### src/rtl/muldiv_pkg.sv
// Shared HI/LO unit definitions: R-type funct codes, FSM states and op kinds.
package muldiv_pkg;

  localparam logic [5:0] FN_MFHI  = 6'b010000;
  localparam logic [5:0] FN_MTHI  = 6'b010001;
  localparam logic [5:0] FN_MFLO  = 6'b010010;
  localparam logic [5:0] FN_MTLO  = 6'b010011;
  localparam logic [5:0] FN_MULT  = 6'b011000;
  localparam logic [5:0] FN_MULTU = 6'b011001;
  localparam logic [5:0] FN_DIV   = 6'b011010;
  localparam logic [5:0] FN_DIVU  = 6'b011011;

  typedef enum logic [1:0] {
    IDLE  = 2'd0,
    CALC  = 2'd1,
    FIXUP = 2'd2
  } state_e;

  typedef enum logic {
    OP_MUL = 1'b0,
    OP_DIV = 1'b1
  } op_kind_e;

endpackage

### src/rtl/muldiv_iter_step.sv
// One iteration of the multiply/divide engine.
// Multiply: acc = {partial product, remaining multiplier}; add on multiplier LSB, shift right.
// Divide:   acc = {remainder, remaining dividend/quotient}; shift left, trial subtract, restore.
module muldiv_iter_step
  import muldiv_pkg::*;
#(
  parameter int unsigned WIDTH = 32
) (
  input  logic [2*WIDTH-1:0] acc_i,
  input  logic [WIDTH-1:0]   opnd_i,
  input  op_kind_e           op_i,
  output logic [2*WIDTH-1:0] acc_o
);

  logic [WIDTH:0]   mul_sum;
  logic [WIDTH:0]   rem_sh;
  logic [WIDTH-1:0] rem_diff;
  logic             rem_ge;

  // Shift-add or restoring-subtract step selected by op kind
  always_comb begin
    mul_sum  = {1'b0, acc_i[2*WIDTH-1:WIDTH]} + {1'b0, (acc_i[0] ? opnd_i : '0)};
    rem_sh   = {acc_i[2*WIDTH-1:WIDTH], acc_i[WIDTH-1]};
    rem_ge   = (rem_sh >= {1'b0, opnd_i});
    // When the trial subtract succeeds the result is below the divisor, so WIDTH bits suffice
    rem_diff = rem_sh[WIDTH-1:0] - opnd_i;
    if (op_i == OP_MUL) begin
      acc_o = {mul_sum, acc_i[WIDTH-1:1]};
    end else begin
      acc_o = {(rem_ge ? rem_diff : rem_sh[WIDTH-1:0]), acc_i[WIDTH-2:0], rem_ge};
    end
  end

endmodule

### src/rtl/muldiv_sequencer.sv
// Multi-cycle multiply/divide sequencer owning the HI/LO register pair.
module muldiv_sequencer
  import muldiv_pkg::*;
#(
  parameter int unsigned WIDTH = 32
) (
  input  logic             clk,
  input  logic             reset,
  input  logic             start,
  input  logic [5:0]       funct,
  input  logic [WIDTH-1:0] rs_val,
  input  logic [WIDTH-1:0] rt_val,
  output logic             busy,
  output logic             done,
  output logic [WIDTH-1:0] hi,
  output logic [WIDTH-1:0] lo
);

  localparam int unsigned CNT_W = $clog2(WIDTH);
  localparam int unsigned DW    = 2 * WIDTH;

  state_e           state_q, state_d;
  op_kind_e         op_q, op_d;
  logic [DW-1:0]    acc_q, acc_d;
  logic [WIDTH-1:0] opnd_q, opnd_d;
  logic [CNT_W-1:0] cnt_q, cnt_d;
  logic             neg_res_q, neg_res_d;
  logic             neg_rem_q, neg_rem_d;
  logic [WIDTH-1:0] hi_q, hi_d;
  logic [WIDTH-1:0] lo_q, lo_d;
  logic             done_q, done_d;
  logic             busy_q, busy_d;

  logic [DW-1:0]    step_acc;
  logic             req_signed, req_div, a_neg, b_neg;
  logic [WIDTH-1:0] a_abs, b_abs;
  logic [DW-1:0]    prod_fix;
  logic [WIDTH-1:0] quo_fix, rem_fix;

  muldiv_iter_step #(.WIDTH(WIDTH)) u_step (
    .acc_i  (acc_q),
    .opnd_i (opnd_q),
    .op_i   (op_q),
    .acc_o  (step_acc)
  );

  // State register
  always_ff @(posedge clk) begin
    if (reset) state_q <= IDLE;
    else       state_q <= state_d;
  end

  // Datapath and output registers
  always_ff @(posedge clk) begin
    if (reset) begin
      op_q      <= OP_MUL;
      acc_q     <= '0;
      opnd_q    <= '0;
      cnt_q     <= '0;
      neg_res_q <= 1'b0;
      neg_rem_q <= 1'b0;
      hi_q      <= '0;
      lo_q      <= '0;
      done_q    <= 1'b0;
      busy_q    <= 1'b0;
    end else begin
      op_q      <= op_d;
      acc_q     <= acc_d;
      opnd_q    <= opnd_d;
      cnt_q     <= cnt_d;
      neg_res_q <= neg_res_d;
      neg_rem_q <= neg_rem_d;
      hi_q      <= hi_d;
      lo_q      <= lo_d;
      done_q    <= done_d;
      busy_q    <= busy_d;
    end
  end

  // Next-state, operand capture, iteration and sign fixup
  always_comb begin
    state_d   = state_q;
    op_d      = op_q;
    acc_d     = acc_q;
    opnd_d    = opnd_q;
    cnt_d     = cnt_q;
    neg_res_d = neg_res_q;
    neg_rem_d = neg_rem_q;
    hi_d      = hi_q;
    lo_d      = lo_q;
    done_d    = 1'b0;

    req_signed = (funct == FN_MULT) || (funct == FN_DIV);
    req_div    = (funct == FN_DIV)  || (funct == FN_DIVU);
    a_neg      = req_signed & rs_val[WIDTH-1];
    b_neg      = req_signed & rt_val[WIDTH-1];
    a_abs      = a_neg ? (~rs_val + WIDTH'(1)) : rs_val;
    b_abs      = b_neg ? (~rt_val + WIDTH'(1)) : rt_val;

    prod_fix = neg_res_q ? (~acc_q + DW'(1)) : acc_q;
    quo_fix  = neg_res_q ? (~acc_q[WIDTH-1:0] + WIDTH'(1)) : acc_q[WIDTH-1:0];
    rem_fix  = neg_rem_q ? (~acc_q[DW-1:WIDTH] + WIDTH'(1)) : acc_q[DW-1:WIDTH];

    case (state_q)
      IDLE: begin
        if (start) begin
          case (funct)
            FN_MULT, FN_MULTU, FN_DIV, FN_DIVU: begin
              state_d = CALC;
              cnt_d   = CNT_W'(WIDTH - 1);
              if (req_div) begin
                op_d      = OP_DIV;
                acc_d     = {{WIDTH{1'b0}}, a_abs};
                opnd_d    = b_abs;
                // A zero divisor must leave the all-ones quotient unnegated
                neg_res_d = (a_neg ^ b_neg) && (rt_val != '0);
                neg_rem_d = a_neg;
              end else begin
                op_d      = OP_MUL;
                acc_d     = {{WIDTH{1'b0}}, b_abs};
                opnd_d    = a_abs;
                neg_res_d = a_neg ^ b_neg;
                neg_rem_d = 1'b0;
              end
            end
            FN_MTHI: hi_d = rs_val;
            FN_MTLO: lo_d = rs_val;
            default: ;
          endcase
        end
      end
      CALC: begin
        acc_d = step_acc;
        cnt_d = cnt_q - CNT_W'(1);
        if (cnt_q == '0) state_d = FIXUP;
      end
      FIXUP: begin
        if (op_q == OP_MUL) begin
          hi_d = prod_fix[DW-1:WIDTH];
          lo_d = prod_fix[WIDTH-1:0];
        end else begin
          hi_d = rem_fix;
          lo_d = quo_fix;
        end
        done_d  = 1'b1;
        state_d = IDLE;
      end
      default: state_d = IDLE;
    endcase

    busy_d = (state_d != IDLE);
  end

  assign busy = busy_q;
  assign done = done_q;
  assign hi   = hi_q;
  assign lo   = lo_q;

endmodule

### config.mk
export PLATFORM = sky130hd
export DESIGN_NAME = muldiv_sequencer
export DESIGN_NICKNAME = d
export VERILOG_FILES = /design/src/rtl/muldiv_pkg.sv /design/src/rtl/muldiv_iter_step.sv /design/src/rtl/muldiv_sequencer.sv
export SDC_FILE = /design/constraint.sdc
export NUM_CORES = 1
export LEC_CHECK = 0
export CAP_MARGIN = 25
export CORE_MARGIN = 4
export CORE_UTILIZATION = 30
export DETAILED_ROUTE_END_ITERATION = 8
export PLACE_DENSITY_LB_ADDON = 0.1
export SLEW_MARGIN = 0
export SYNTH_ARGS = -nofsm -noshare
export SYNTH_HDL_FRONTEND = slang
export SYNTH_SLANG_ARGS = --single-unit
export TNS_END_PERCENT = 30
### constraint.sdc
create_clock -name clk -period 4.8 [get_ports clk]
set_input_delay 0.96 -clock clk [delete_from_list [all_inputs] [get_ports clk]]
set_output_delay 0.96 -clock clk [all_outputs]
set_load 0.03 [all_outputs]
==> flow_summary.yaml <==
run_status:
  status: "finished clean"
worst_setup_path:
  critPathRequiredTime_ps: 5160
  path_cells: "inv_1, buf_4, nor2_1, ha_1, a21oi_1, o21ai_0, a221o_1, a21oi_1, nand2_1, o41ai_1, o21ai_0, xnor2_1, o221ai_1"
  worstPathBufferInverterCount: 2
  criticalPathCategory: "flip-flop to flip-flop"
  crit_slowest_cell: "o41ai_1"
  critPathArrivalTime_ps: 4270
  crit_family: "compound AO/OA/AOI/OAI gates"
  path_max_fanout: 23
  slowest_delay_ps: 530
  critPathCaptureType: "flip-flop"
  critPathLaunchType: "flip-flop"
logic_synthesis:
  synthArstFlopShare: 0
  ys_ff_latch: 172
  yosysTopAreaCellShare: 0.233
  netlist_area_sq_um: 14800
  synthDistinctLibCells: 77
  syn-num-nets: 2112
  synth-edff-count: 0
  avgSynthCellArea_sq_um: 7.51
  ys_seq_area_frac: 0.233
  synth_ff_type: "dfxtp_1"
  yosys-top-cells-area: "dfxtp_1 (23%), mux2i_1 (7.4%), xnor2_1 (6.8%)"
  yosys.area.top_type: "dfxtp_1"
  syn_inst: 1967
  yosysWarnings: 0
clock_network:
  cts_setup_buffers: 0
  hold_buffers: 0
  cts_tree: "yes"
  clkTransAtPathRegs_ps: 70
  clkLatencyLatePin_ps: 500
  clock-sinks: 172
  h-tree-depth: 4
  cts_buffers: 17
  cts-resized-gates: 0
  cts.path.max_buffers: 2
  cts-root-buf: "clkbuf_16"
route:
  wl_per_cell_um: 23.9
  via_per_inst: 5.62
  drtAntennaViolNets: 0
  dr.first_iter.drc_count: 1393
  dr.pass1.iters: 5
  drcViolationCount: 0
  dr_total_vias: 15330
  wl_um: 65100
floorplan:
  die_width_um: 230
  num_rows: 81
  start_util: 0.303
  die-area_sq_um: 52900
  die_y_um: 230
  ioPinCount: 139
  core_sq_um: 48800
sta:
  slew_violations: 0
  worstMarginPinSlew_ps: 1030
  hold_viol: 0
  finalSetupViolCount: 0
  fin_crit_sh: 0.814
  fmax_ghz: 0.256
  maxSlewHeadroom: 0.313
  clock_skew_ps: 13.3
  fin_crit_ps: 3910
  grt_setup_unrepaired: "no"
  tns_ps: 0
global_routing:
  grt_pass1_vias: 14683
  grt_max_degree: 75
  grt_pass1_wl_um: 96800
  antenna_found_initial: 1
  grt_usage: 0.240
  grt-ovfl-total: 0
placed_design:
  routabilityCongestion: 0.938
  io_buffer_count: 138
  hpwl_um: 50600
  placed_area_sq_um: 17000
power_and_ir_drop:
  power.density_nw_per_um2: 217
  p_int_mw: 2.56
  p_leak_nw: 6.95
  p_clk_frac: 0.396
  netSwitchingPower_mw: 1.26
  seqPwrFrac: 0.388
  switching_share: 0.330
  vdd.ir_drop.worst_v: 0.000303
  p_comb_frac: 0.216
run:
  maxCapViolations: 0
finish:
  diodes: 0
  fillCellCount: 5235
  final_area_sq_um: 17600
  drive_above_1_share: 0.0601
  syn2layout_area_growth_pct: 19.0
  nNetsFinal: 2195
min_path:
  hp-class: "flip-flop to flip-flop"
[registers in the layout, summed over array words and instances, names as in the netlist]
register,count
acc_q,64
busy,1
cnt_q,5
done,1
hi,32
lo,32
neg_rem_q,1
neg_res_q,1
op_q,1
opnd_q,32
state_q,2
[power by group through the flow]
stage	Sequential [mW]	Clock [mW]	Combinational [mW]
2_1_floorplan	1.52	0	0.462
3_3_place_gp	1.51	0	0.818
3_5_place_dp	1.51	0	0.814
4_1_cts	1.48	1.55	0.818
5_1_grt	1.48	1.59	0.884
6_report	1.48	1.51	0.825
[worst min-delay path, stage by stage (launching register included)]
cell and delay [ps]:
dfxtp_1 310, nand2_1 50, a21oi_1 50
[logic make-up (layout without fill, tap and decap cells)]
kind of cell,after synthesis,count (layout),share of synthesized area
AO/OA/AOI/OAI,624,624,0.279
multiplexers,111,111,0.0753
XOR/XNOR,173,173,0.103
AND/OR/NAND/NOR,607,607,0.195
flip-flops,172,172,0.233
buffers and inverters,208,303,0.0538
adder cells (fa/ha/maj),72,72,0.0620
[cells in the mapped netlist (4+ instances only)]
cell and instances:
o31ai_1 33, buf_1 10, nor3_1 47, a21oi_1 170, a211o_1 11, xor2_1 59
nor2_1 231, a211oi_1 109, a311oi_1 5, o41ai_1 11, nand3_1 24, o21bai_1 9
o21ai_1 10, a221oi_1 13, o21ai_0 97, nand2b_1 23, a31oi_1 18, nand3b_1 7
or2_2 4, a21o_1 35, clkbuf_1 122, nor2b_1 14, o22ai_1 6, o221ai_1 17
or4_1 8, mux2i_1 109, buf_2 5, nor4b_1 4, a22oi_1 11, nand2_1 152
a221o_1 5, xnor2_1 114, dfxtp_1 172, and2_1 8, inv_1 69, or3_1 20
o21a_1 10, nand4_1 14, ha_1 70, and3_1 12, o211ai_1 22, nor4_1 16
[metrics by stage]
step / hold WS [ps] / total power [mW] / std cells / setup WS (ps) / utilization
4_1_cts: 461 / 3.85 / 2726 / 944 / 0.360
5_1_grt: 477 / 3.96 / 2726 / 659 / 0.360
3_5_place_dp: 451 / 2.33 / 2695 / 579 / 0.348
2_1_floorplan: 432 / 1.98 / 1967 / 1400 / -
3_3_place_gp: 443 / 2.33 / 2693 / 572 / 0.348
6_report: 457 / 3.82 / 2726 / 893 / 0.360
[path summary, 6_finish.rpt]
kind	end	slack (ps)	from	cells past startpoint
worst max register to register	acc_q[62]	890	acc_q[0]	13
worst min register to register	opnd_q[5]	460	opnd_q[5]	2
worst min-delay path	opnd_q[5]	460	opnd_q[5]	2
worst max-delay path	acc_q[62]	890	acc_q[0]	13
[final cells by class]
class                   instances  area (sq um)  area share
multi-input cells            1587         10600       0.601
flip-flops and latches        172          3450       0.196
repair buffers                203          1880       0.107
well taps                     664           831      0.0472
clock buffers                  20           457      0.0260
inverters                      69           259      0.0147
clock inverters                11           133     0.00754
[cell usage in the layout (no fill, tap or decap), types with 6 or more instances in the layout]
cell type / n
nor2_1: 229
dfxtp_1: 171
a21oi_1: 169
nand2_1: 151
clkdlybuf4s50_1: 136
xnor2_1: 114
mux2i_1: 109
a211oi_1: 109
o21ai_0: 97
ha_1: 70
inv_1: 69
buf_4: 63
xor2_1: 59
nor3_1: 47
a21o_1: 35
o31ai_1: 33
nand3_1: 24
nand2b_1: 22
o211ai_1: 22
or3_1: 20
a31oi_1: 18
o221ai_1: 17
clkbuf_16: 17
nor4_1: 15
nand4_1: 14
nor2b_1: 13
a221oi_1: 13
and3_1: 12
a211o_1: 11
o41ai_1: 11
a22oi_1: 11
o21a_1: 10
o21ai_1: 10
o21bai_1: 9
and2_1: 8
or4_1: 8
nand3b_1: 7
o22ai_1: 6
[routing by layer]
layer,up-vias,share of wire,global-route usage
met3,75,0.049,0.0334
met5,-,0,0
li1,7365,-,-
met2,482,0.44,0.374
met4,0,0.028,0.0733
met1,7408,0.48,0.342
(Power assumes the default switching activity.)
